<file path="src/rtl/pipeline_pkg.sv">
// pipeline_pkg: shared pipeline types, MEM/WB register layout and ResultSrc encodings
package pipeline_pkg;
    localparam int XLEN = 32;
    localparam logic [1:0] RESULT_ALU  = 2'b00;
    localparam logic [1:0] RESULT_LOAD = 2'b01;
    localparam logic [1:0] RESULT_PC4  = 2'b10;
    localparam logic [1:0] RESULT_IMM  = 2'b11;
    typedef struct packed {
        logic            RegWrite;
        logic [4:0]      Rd;
        logic [1:0]      ResultSrc;
        logic [XLEN-1:0] ALUResult;
        logic [XLEN-1:0] load_data;
        logic [XLEN-1:0] PCPlus4;
        logic [XLEN-1:0] ImmExt;
    } memwb_t;
    typedef struct packed {
        logic [4:0]      rd;
        logic [XLEN-1:0] data;
    } late_wb_t;
endpackage

</file>
<file path="src/rtl/mux4.sv">
// mux4: four-way select, sel indexes d0..d3
module mux4 #(
    parameter int W = 32
) (
    input  logic [1:0]   sel,
    input  logic [W-1:0] d0,
    input  logic [W-1:0] d1,
    input  logic [W-1:0] d2,
    input  logic [W-1:0] d3,
    output logic [W-1:0] y
);
    assign y = sel[1] ? (sel[0] ? d3 : d2) : (sel[0] ? d1 : d0);
endmodule

</file>
<file path="src/rtl/wb_late_fifo.sv">
// wb_late_fifo: synchronous FIFO of late writeback entries with occupancy count
module wb_late_fifo
    import pipeline_pkg::*;
#(
    parameter int DEPTH = 4,
    localparam int AW = $clog2(DEPTH)
) (
    input  logic          clk,
    input  logic          reset,
    input  logic          push,
    input  late_wb_t      din,
    input  logic          pop,
    output late_wb_t      dout,
    output logic [AW:0]   count,
    output logic          full,
    output logic          empty
);
    late_wb_t mem [DEPTH];
    logic [AW-1:0] wp, rp;
    logic do_push, do_pop;
    assign full    = count == (AW+1)'(DEPTH);
    assign empty   = count == '0;
    assign do_push = push & ~full;
    assign do_pop  = pop & ~empty;
    assign dout    = mem[rp];
    always_ff @(posedge clk)
        if (do_push) mem[wp] <= din;
    always_ff @(posedge clk) begin
        if (reset) begin
            wp    <= '0;
            rp    <= '0;
            count <= '0;
        end else begin
            if (do_push) wp <= wp + 1'b1;
            if (do_pop) rp <= rp + 1'b1;
            count <= count + (AW+1)'(do_push) - (AW+1)'(do_pop);
        end
    end
endmodule

</file>
<file path="src/rtl/wb_merge_stage.sv">
// wb_merge_stage: merges in-order and late results onto one write port (WB_OUT_REG_EN registers outputs)
module wb_merge_stage
    import pipeline_pkg::*;
#(
    parameter int XLEN         = pipeline_pkg::XLEN,
    parameter int NUM_LATE     = 2,
    parameter int DEPTH        = 4,
    parameter int STARVE_LIMIT = 8,
    localparam int CW = $clog2(DEPTH) + 1,
    localparam int PW = NUM_LATE > 1 ? $clog2(NUM_LATE) : 1,
    localparam int WW = $clog2(STARVE_LIMIT + 1)
) (
    input  logic                          clk,
    input  logic                          reset,
    input  memwb_t                        inputs,
    input  logic [NUM_LATE-1:0]           late_valid,
    input  logic [NUM_LATE-1:0][4:0]      late_rd,
    input  logic [NUM_LATE-1:0][XLEN-1:0] late_data,
    output logic [NUM_LATE-1:0]           late_ready,
    output logic                          RegWriteW,
    output logic [4:0]                    RdW,
    output logic [XLEN-1:0]               ResultW,
    output logic                          stall_req,
    output logic [CW-1:0]                 late_count
);
    logic busy, pop, push, accept, full, empty, found;
    late_wb_t head, din;
    logic [XLEN-1:0] inorder, wr_data;
    logic [4:0] wr_rd;
    logic wr_en;
    logic [PW-1:0] rr_ptr, gnt_idx;
    logic [WW-1:0] wait_cnt;
    mux4 #(.W(XLEN)) u_mux (
        .sel(inputs.ResultSrc), .d0(inputs.ALUResult), .d1(inputs.load_data),
        .d2(inputs.PCPlus4), .d3(inputs.ImmExt), .y(inorder)
    );
    wb_late_fifo #(.DEPTH(DEPTH)) u_fifo (
        .clk(clk), .reset(reset), .push(push), .din(din), .pop(pop),
        .dout(head), .count(late_count), .full(full), .empty(empty)
    );
    assign busy = inputs.RegWrite & (inputs.Rd != 5'd0);
    assign pop  = ~busy & ~empty & ~reset;
    // rr_ptr holds the first channel to consider this cycle
    always_comb begin
        found   = 1'b0;
        gnt_idx = '0;
        for (int k = 0; k < NUM_LATE; k++) begin
            if (!found && late_valid[(int'(rr_ptr) + k) % NUM_LATE]) begin
                found   = 1'b1;
                gnt_idx = PW'((int'(rr_ptr) + k) % NUM_LATE);
            end
        end
    end
    assign accept = found & ~full & ~reset;
    always_comb begin
        late_ready          = '0;
        late_ready[gnt_idx] = accept;
    end
    assign din  = '{rd: late_rd[gnt_idx], data: late_data[gnt_idx]};
    assign push = accept & (din.rd != 5'd0);
    always_comb begin
        wr_en   = busy | pop;
        wr_rd   = busy ? inputs.Rd : pop ? head.rd : 5'd0;
        wr_data = busy ? inorder : pop ? head.data : '0;
    end
    always_ff @(posedge clk) begin
        if (reset) begin
            rr_ptr    <= '0;
            wait_cnt  <= '0;
            stall_req <= 1'b0;
        end else begin
            if (accept) rr_ptr <= PW'((int'(gnt_idx) + 1) % NUM_LATE);
            wait_cnt  <= (~empty & ~pop) ? ((wait_cnt == WW'(STARVE_LIMIT)) ? wait_cnt : wait_cnt + 1'b1) : '0;
            stall_req <= (wait_cnt >= WW'(STARVE_LIMIT - 1)) & ~pop;
        end
    end
`ifdef WB_OUT_REG_EN
    always_ff @(posedge clk) begin
        if (reset) begin
            RegWriteW <= 1'b0;
            RdW       <= '0;
            ResultW   <= '0;
        end else begin
            RegWriteW <= wr_en;
            RdW       <= wr_rd;
            ResultW   <= wr_data;
        end
    end
`else
    assign RegWriteW = wr_en;
    assign RdW       = wr_rd;
    assign ResultW   = wr_data;
`endif
endmodule

</file>
<file path="config.mk">
export PLATFORM = sky130hd
export DESIGN_NAME = wb_merge_stage
export DESIGN_NICKNAME = d
export VERILOG_FILES = /design/src/rtl/pipeline_pkg.sv /design/src/rtl/mux4.sv /design/src/rtl/wb_late_fifo.sv /design/src/rtl/wb_merge_stage.sv
export SDC_FILE = /design/constraint.sdc
export NUM_CORES = 1
export LEC_CHECK = 0
export CAP_MARGIN = 30
export CORE_MARGIN = 2
export CORE_UTILIZATION = 39
export DETAILED_ROUTE_END_ITERATION = 6
export GPL_ROUTABILITY_DRIVEN = 0
export GPL_TIMING_DRIVEN = 0
export PLACE_DENSITY = 0.82
export SLEW_MARGIN = 25
export SYNTH_ARGS = -nofsm -noshare
export SYNTH_HDL_FRONTEND = slang
export SYNTH_HIERARCHICAL = 1
export SYNTH_SLANG_ARGS = --single-unit
</file>
<file path="constraint.sdc">
create_clock -name clk -period 2.6 [get_ports clk]
set_clock_uncertainty 0.15 [all_clocks]
set_input_delay 0.39 -clock clk [delete_from_list [all_inputs] [get_ports clk]]
set_output_delay 0.39 -clock clk [all_outputs]
set_load 0.01 [all_outputs]
</file>
==> results.md, run 1 <==
* Clk_lat worst skew at 0.42 ns
* CTS H-Tree Depth at 4
* Delay-heaviest family, CP: buffers and inverters
* First-pass iteration count of the detailed router at 4
* Starting Density at 39.96%
* Core Util, Final at 60.72%
* Die Width at 148.2 um
* Place WS at -1.106 ns
* CP startpoint kind: input port
* WL/cell at 22.53 um
* Syn_nets at 715
* First-pass GRT wire length at 35900 um
* CP Cell Sequence: clkdlybuf4s15_2 -> or4_4 -> nor2_4 -> buf_6 -> bufbuf_16 -> buf_4 -> o22ai_1 -> buf_2
* Placed cell areas at 11160 um^2
* Minimum clock period at 2.558 ns
* GRT busiest layer: met2
* Most used DFF post-synth: edfxtp_1
* Reg2reg setup slack at 0.06 ns
* Worst-path clk slew at 0.06 ns
* Area contributors post-synth: edfxtp_1 (55%), mux4_2 (17%), mux2_2 (5.1%), dfxtp_1 (3.7%), nand2_1 (3.1%)
* Post-synthesis mux area share at 24.96%
* Initial antenna violation count at 1
* Post-synth top area share at 54.79%
* Post-synth EDFFs at 148
* Post-synthesis simple-gate area fraction at 5.892%
* Pleak at 4.372 nW
* Final worst slack at 0.04166 ns
* Finished Cell Area at 12330 um^2
* Fin Hold WS at 0.2472 ns
* Synth Area in Compound Gates at 4.658%
* TritonCTS Sinks at 163
* Final WL at 24650 um
* Hold Crit Class: in -> reg
* Unrepaired setup endpoints after global routing: true
* Pwr/cell area at 666.0 nW/um^2
* Synth Instances at 492
* Die height at 148.2 um
* Vias in the first global route at 6139
* Cell area after synthesis at 8112 um^2
* Crit path capture type: output pin
* Crit Path Class: in -> out
* Total CTS buffers at 17
* Peak supply drop at 434.2 uV
* Clock root cell: clkbuf_16
* M2 GR Usage at 39.81%
* Number of port buffers at 256
* CTS tree: yes
* Max Clk Rate at 390.9 MHz
* Netlist cell types at 47
* Congestion Overflow GR at 0
* Total Nets Final at 1035
* Largest stage delay on the critical path at 0.53 ns
* Hold_buf cts at 0
* Synth warn at 6
* Finish-stage setup viols at 0
* CP bufs+invs at 5
* Area share of fa/ha/maj cells after synthesis at 1.481%
* Final Hold Vio Count at 0
* Ys async rst share at 0%
* Worst path slowest cell: or4_4
* Dpl hpwl at 17320 um
* Critical Path AT at 2.02 ns
* Placed insts at 1022
* MaxCap Viol Count at 0
* Largest fanout on the critical path at 4
* Largest net degree at the start of global routing at 22
* Max_slew headroom at 60.00%
* Worst-margin pin slew at 0.6001 ns
* #FFs+latches synth at 163
* Worst EP required at 2.06 ns
* Power Total at 8.210 mW
* Iteration-0 DRC Markers at 334
* Worst-case clock buffer depth at 2
* Fraction of layout cells with a size suffix above 1 at 34.63%
* Synthesis-to-finish area growth at 51.97%
* Vias post-DR at 5885
* Count leader, synth: edfxtp_1
* Total GRT Usage at 22.43%
* Via density at 5.379
* Syn avg cell area at 16.49 um^2
* Final non-filler cell total at 1094
* Pins over their slew limit at 0
* Core area at 20300 um^2
* Outcome: complete, no violations
* Register area share after synthesis at 58.49%
* I/O pins at 258
* Most common library cells after synthesis: edfxtp_1 (148), nand2_1 (67), mux4_2 (60)
* Final setup TNS at 0 ns
* Routed Antenna Nets at 0
* XOR/XNOR Fraction of Synth Area at 0.5399%
* Combinational family with the most area after synthesis: multiplexers
* DR DRC count at 0
* Grt met1 use at 27.54%
* Met3 global-route usage at 4.939%
* Period utilization at 98.40%
* Die footprint at 21970 um^2
* Cell taking the most area after synthesis: edfxtp_1
* Row cnt at 52
## power by group
| part | total [mW] | switching (mW) | internal, mW |
|---|---|---|---|
| combinational | 2.36 | 1.04 | 1.32 |
| sequential | 3.31 | 0.123 | 3.19 |
| clock | 2.54 | 0.947 | 1.59 |
## final timing paths
kind	endpoint	cells after the start	startpoint
setup / recovery	ResultW[11]	8	inputs[133]
hold / removal	u_fifo/mem[0][33]$_DFFE_PP_	2	late_rd[6]
setup reg to reg	u_fifo/count[2]$_SDFF_PP0_	14	u_fifo/count[2]$_SDFF_PP0_
hold reg to reg	rr_ptr$_SDFFE_PP0P_	1	rr_ptr$_SDFFE_PP0P_
## cell type report
class | count | area, um^2
fill | 1588 | 7973
antenna | 1 | 2.502
clock inverter | 10 | 158.9
sequential | 163 | 4761
inverter | 14 | 52.55
clock buffer | 20 | 436.7
tap | 270 | 337.8
timing repair buffer | 302 | 3024
multi-input combinational | 281 | 3184
buffer | 33 | 369.1
## per-layer routing
layer / vias up / wire, um
met1: 2937 / 9504
li1: 2626 / -
met5: - / 8
met3: 33 / 2053
met4: 2 / 450
met2: 287 / 12630
## layout by cell type, fill, tap and decap left out, drive strengths merged, types with 3 or more instances in the layout
| master | Yosys | routed |
|---|---|---|
| nand2 | 67 | 67 |
| nor3 | 5 | 5 |
| clkdlybuf4s15 | 0 | 8 |
| o21ai | 6 | 6 |
| clkbuf | 9 | 32 |
| dfxtp | 15 | 15 |
| dlymetal6s2s | 0 | 7 |
| mux4 | 69 | 69 |
| inv | 14 | 15 |
| ha | 8 | 8 |
| and2 | 4 | 4 |
| clkinv | 0 | 4 |
| a32o | 4 | 4 |
| nand2b | 3 | 3 |
| clkdlybuf4s50 | 0 | 202 |
| mux2 | 37 | 37 |
| a21oi | 5 | 5 |
| o22ai | 32 | 32 |
| edfxtp | 148 | 148 |
| xnor2 | 3 | 3 |
| nor2b | 3 | 3 |
| nor2 | 12 | 12 |
| dlygate4sd2 | 0 | 6 |
| buf | 25 | 98 |
| bufinv | 0 | 4 |
## sequential cells by signal (all words and copies together), names as in the netlist, named ones only
name          flops
wait_cnt          4
stall_req         1
u_fifo/rp         2
rr_ptr            1
u_fifo/count      3
u_fifo/mem      148
u_fifo/wp         2
## cell families after synthesis
logic type,count (synthesis)
buffers and inverters,48
muxes,108
AOI/OAI and AO/OA,55
and+or+nand+nor,104
DFF,163
xor gates and xnor gates,5
adders and majority gates,9
## what timing repair did
action                     in CTS  in global routing
pin swaps                      15                 14
setup buffers                  27                  9
setup endpoints to repair      84                103
gates cloned                    5                  1
resized for setup             203                 39
Power figures use the tool's default switching activity.
==> inputs of run 2 (changes only) <==
--- a/config.mk
+++ b/config.mk
@@ -11,7 +11,7 @@
 export DETAILED_ROUTE_END_ITERATION = 6
 export GPL_ROUTABILITY_DRIVEN = 0
 export GPL_TIMING_DRIVEN = 0
-export PLACE_DENSITY = 0.82
+export PLACE_DENSITY = 0.79
 export SLEW_MARGIN = 25
 export SYNTH_ARGS = -nofsm -noshare
 export SYNTH_HDL_FRONTEND = slang
==> constraint.sdc (replaced) <==
create_clock -name clk -period 2.7 [get_ports clk]
set_clock_uncertainty 0.15 [all_clocks]
set_input_delay 0.405 -clock clk [delete_from_list [all_inputs] [get_ports clk]]
set_output_delay 0.405 -clock clk [all_outputs]
set_load 0.01 [all_outputs]
==> results.md, run 2 (synthesis results as in run 1) <==
* Peak supply drop at 469.5 uV (+8.1%)
* Total GRT Usage at 21.32% (-1.1 points)
* Starting Density at 39.96% (unchanged)
* Pins over their slew limit at 0 (unchanged)
* I/O pins at 258 (unchanged)
* Worst-case clock buffer depth at 2 (unchanged)
* CTS tree: yes
* Vias in the first global route at 5955 (-3.0%)
* Sequential power share at 42.4% (+2.0 points)
* Congestion Overflow GR at 0 (unchanged)
* Largest stage delay on the critical path at 0.56 ns (+0.03 ns)
* Clock root cell: clkbuf_16
* Part of the power in the clock network at 29.4% (-1.5 points)
* Minimum clock period at 2.703 ns
* Die footprint at 21970 um^2 (unchanged)
* Total Nets Final at 1018 (-1.6%)
* Final WL at 23650 um (-4.1%)
* Period utilization at 100.1%
* Finish-stage setup viols at 1 (+1)
* Antenna cell count at 0 (-1)
* Critical Path AT at 2.85 ns (+0.83 ns)
* Crit path from: late_rd[4]
* Int Pwr at 5.556 mW (-9.0%)
* Vias post-DR at 5662 (-3.8%)
* Iteration-0 DRC Markers at 337 (+0.90%)
* WL/cell at 22.00 um (-2.4%)
* Core Util, Final at 58.93% (-1.8 points)
* Initial antenna violation count at 0 (-1)
* Max Clk Rate at 369.9 MHz
* Biggest register: u_fifo/mem
* Pwr/cell area at 626.8 nW/um^2 (-5.9%)
* Worst R2R Path Depth at 12 (-2)
* MaxCap Viol Count at 0 (unchanged)
* Hold Crit Class: in -> reg
* CP startpoint kind: input port
* Final worst slack at -0.003107 ns (-0.04477 ns)
* Fraction of layout cells with a size suffix above 1 at 29.94% (-4.7 points)
* Crit Path Class: in -> reg
* Worst-path clk slew at 0.06 ns (about the same)
* Most frequent cells in the layout: clkdlybuf4s50_1 (209), edfxtp_1 (148), nand2_1 (65), mux4_2 (65), mux2_2 (37)
* DR DRC count at 0 (unchanged)
* Largest net degree at the start of global routing at 22 (unchanged)
* Sw Share at 25.89% (+0.23 points)
* Delay-heaviest family, CP: simple AND/OR/NAND/NOR gates
* Routed Antenna Nets at 0 (unchanged)
* Leading registers by flop count: u_fifo/mem x148, wait_cnt x4, u_fifo/count x3
* Hold Crit Depth at 3 (+1)
* CP bufs+invs at 4 (-1)
* Unrepaired setup endpoints after global routing: true
* CTS H-Tree Depth at 4 (unchanged)
* Critical R2R Launch: u_fifo/count[0]$_SDFF_PP0_
* Worst EP required at 2.85 ns (+0.79 ns)
* Hold Startpoint: late_valid[0]
* Row cnt at 52 (unchanged)
* First-pass GRT wire length at 34310 um (-4.4%)
* Die Width at 148.2 um (unchanged)
* First-pass iteration count of the detailed router at 4 (unchanged)
* Die height at 148.2 um (unchanged)
* Total CTS buffers at 17 (unchanged)
* Outcome: finished with violations
* TritonCTS Sinks at 163 (unchanged)
* Number of port buffers at 256 (unchanged)
* Most common cell after layout, fill and taps aside: clkdlybuf4s50_1
* Crit. path cell count at 14 (+6)
* Via density at 5.267 (-2.1%)
* Psw at 1.941 mW (-7.9%)
* Fin Hold WS at 0.2307 ns (-0.01648 ns)
* Largest fanout on the critical path at 2 (-2)
* Dpl hpwl at 16880 um (-2.5%)
* Clk_lat worst skew at 0.42 ns (about the same)
* CP Cell Sequence: clkdlybuf4s50_1 -> or4_4 -> nor2_4 -> a211oi_2 -> inv_2 -> nor2_4 -> inv_2 -> ha_1 -> inv_1 -> ha_2 -> fa_2 -> xnor2_2 -> xnor2_1 -> nor2_1
* Final Hold Vio Count at 0 (unchanged)
* Core area at 20300 um^2 (unchanged)
* Worst-margin pin slew at 0.5694 ns (-0.03065 ns)
* Failing checks: negative setup slack
* Worst path slowest cell: or4_4
* Crit path capture type: flop
* Synthesis-to-finish area growth at 47.46%
* Max reg flops at 148 (unchanged)
* Fill count at 1593 (+0.31%)
* Combinational power share at 28.2% (-0.5 points)
* Max_slew headroom at 62.04% (+2.0 points)
* Pleak at 4.157 nW (-4.9%)
==> run 2: stage by stage <==
stage          cell area (um^2)  cells  setup TNS [ns]  setup WS [ns]  total power, mW
2_1_floorplan              8128    492               0       0.001047            4.250
3_3_place_gp              11030   1018         -215.96         -1.305            5.129
3_5_place_dp              11130   1022          -77.59         -1.085            5.197
4_1_cts                   11930   1066               0      0.0005955            7.502
5_1_grt                   11960   1075         -0.1266        -0.1266            7.817
6_report                  11960   1075       -0.003107      -0.003107            7.498
==> run 2: final cells by class <==
| class | instances | area (um^2) | area share [%] |
|---|---|---|---|
| sequential | 163 | 4757 | 39.77 |
| tap | 270 | 337.8 | 2.824 |
| timing repair buffer | 285 | 2806 | 23.46 |
| multi-input combinational | 281 | 3127 | 26.14 |
| buffer | 33 | 351.6 | 2.939 |
| inverter | 14 | 52.55 | 0.4393 |
| clock buffer | 21 | 440.4 | 3.682 |
| clock inverter | 8 | 88.84 | 0.7427 |
==> run 2: path summary, 6_finish.rpt <==
check	end	slack, ns
min reg2reg	flop	0.36
max reg2reg	u_fifo/count[2]$_SDFF_PP0_	0.01
max	u_fifo/count[2]$_SDFF_PP0_	-0.003
min	rr_ptr$_SDFFE_PP0P_	0.23
==> run 2: what timing repair did <==
item                                    in CTS  in global routing
buffers inserted                            14                  8
pin swaps                                    9                 11
hold buffers                                 0                  0
cloned                                       2                  1
gates resized for setup                    114                 53
endpoints found under the setup margin      42                 94
==> run 2: worst register-to-register path, cell delays in order, from the launching register on <==
cell and delay, ns:
dfxtp_2 0.37, nor3_4 0.29, or2_2 0.26, nor2_2 0.07, o31ai_2 0.09, inv_1 0.08
ha_1 0.28, inv_1 0.04, ha_2 0.17, fa_2 0.40, xnor2_2 0.14, xnor2_1 0.18
nor2_1 0.06
==> run 2: power groups by stage <==
stage / Combinational, mW / Sequential (mW) / Clock (mW)
after floorplan: 1.06 / 3.19 / 0
after global placement: 1.92 / 3.21 / 0
after detailed placement: 1.99 / 3.21 / 0
after CTS: 2.07 / 3.17 / 2.25
after global routing: 2.28 / 3.20 / 2.34
final: 2.12 / 3.18 / 2.20
==> run 2: per-layer routing <==
metal,vias to the layer above,track usage (%),wire (um),share of wire (%)
li1,2591,-,-,-
met4,0,6.905,477,2.0
met2,211,37.57,12300,52
met3,32,4.417,1508,6.4
met5,-,0,0,0
met1,2828,26.36,9360,40
==> inputs of run 3 (changes only) <==
--- a/config.mk
+++ b/config.mk
@@ -5,6 +5,7 @@
 export SDC_FILE = /design/constraint.sdc
 export NUM_CORES = 1
 export LEC_CHECK = 0
+export ABC_AREA = 0
 export CAP_MARGIN = 30
 export CORE_MARGIN = 2
 export CORE_UTILIZATION = 39
==> results of run 3 <==
Final layout, timing and power as in run 2 (identical DEF).
==> variant, RTL diff (flow settings as in run 2) <==
`DEPTH` is set to 4 in 2 places; all go to 2.
--- a/src/rtl/wb_late_fifo.sv
+++ b/src/rtl/wb_late_fifo.sv
@@ -4,3 +4,3 @@
 #(
-    parameter int DEPTH = 4,
+    parameter int DEPTH = 2,
     localparam int AW = $clog2(DEPTH)
--- a/src/rtl/wb_merge_stage.sv
+++ b/src/rtl/wb_merge_stage.sv
@@ -6,3 +6,3 @@
     parameter int NUM_LATE     = 2,
-    parameter int DEPTH        = 4,
+    parameter int DEPTH        = 2,
     parameter int STARVE_LIMIT = 8,
Interface: changed (resized late_count); port bits go from 258 to 257. The function was not compared with the original's and may differ.
==> variant against run 2 <==
Total power down 47%. Global-route usage up 3.9 points. Wire length down 25%. Cell count down 20%. Non-clock buffer count down 7. Sequential cell count down 78. Critical path depth down 7. Final area down 29%. Synthesized area down 37%. Die area down 36%. Worst setup slack better by 0.073 ns. Sequential power down 50%. Worst hold slack better by 0.14 ns. Synthesized cell count down 21%. Largest cell class is now non-clock buffers. Largest power group unchanged.
==> variant: results (changes against run 2) <==
metric;value;unit;change
status;completed;;was complete, but fails checks
cp-endpoint;ResultW[25];;was u_fifo/count[2]$_SDFF_PP0_
grt_first_pass_wirelength;27100;µm;was 34300 µm
synthTopCellsByArea;edfxtp_1 (43%), mux2_2 (16%), mux4_2 (13%);;was edfxtp_1 (55%), mux4_2 (17%), mux2_2 (5.1%)
clkPwrFrac;29.8;%;was 29.4%
rr_worst_depth;9;;was 12
arrival;2.08;ns;was 2.85 ns
internal-power;0.00298;W;was 0.00556 W
coreArea;12700;µm²;was 20300 µm²
pg_seq;0.00160;W;was 0.00318 W
place_inst;817;;was 1022
nonClkBufAreaFrac;35.5;%;was 26.4%
n_fill_cell;1039;;was 1593
syn_area_per_cell;13.2;µm²;was 16.5 µm²
dpl-instance-area;7900;µm²;was 11100 µm²
grt_start_max_net_pins;38;;was 22
synth-edff-count;74;;was 148
min_path_cells;2;;was 3
cpPeakStageDelay;0.54;ns;was 0.56 ns
power;0.00398;W;was 0.00750 W
grt_usage;25.3;%;was 21.3%
grt_pass1_vias;4879;;was 5955
layout-drive-gt1-share;28.2;%;was 29.9%
place_ws;-0.770;ns;was -1.09 ns
htreeDepth;3;;was 4
ys_seq_area_share;47.6;%;was 58.5%
largestRegisters;u_fifo/mem (74), wait_cnt (4), u_fifo/count (2);;was u_fifo/mem (148), wait_cnt (4), u_fifo/count (3)
worstPathMaxFanout;6;;was 2
cts_buffers;9;;was 17
hold_start;u_fifo/wp$_SDFFE_PP0P_;;was late_valid[0]
nMultiInputCombCells;266;;was 281
synth_xor_area_share;0.683;%;was 0.540%
drt_iter0_drc;230;;was 337
ir_drop;0.000281;V;was 0.000469 V
inverters;11;;was 14
regArea;2440;µm²;was 4760 µm²
drt-vias-per-instance;5.28;;was 5.27
yosysUniqueCellTypes;45;;was 47
==> variant: repair_timing <==
| item | 4_1_cts | 5_1_grt |
|---|---|---|
| buffers inserted | 21 | 5 |
| pin swaps | 4 | 3 |
| gates resized for setup | 98 | 7 |
| endpoints found under the setup margin | 116 | 56 |
| endpoints found under the hold margin | 0 | 0 |
| cloned | 2 | 0 |
==> variant: kinds of logic (layout without fill, tap and decap cells) <==
| group | after synthesis | count (layout) |
|---|---|---|
| adder cells (fa/ha/maj) | 4 | 4 |
| buffers and inverters | 39 | 338 |
| multiplexers | 107 | 107 |
| XOR/XNOR | 4 | 4 |
| flip-flops | 85 | 85 |
| AND/OR/NAND/NOR | 98 | 98 |
| AO/OA/AOI/OAI | 53 | 53 |
==> variant: per-layer routing <==
layer	track usage [%]	share of wire (%)	vias up	wire length [µm]
li1	-	-	2102	-
met1	31.4	40	2213	7140
met2	44.3	51	210	9080
met3	5.41	6.9	25	1240
met4	6.99	1.9	0	338
met5	0	0	-	0
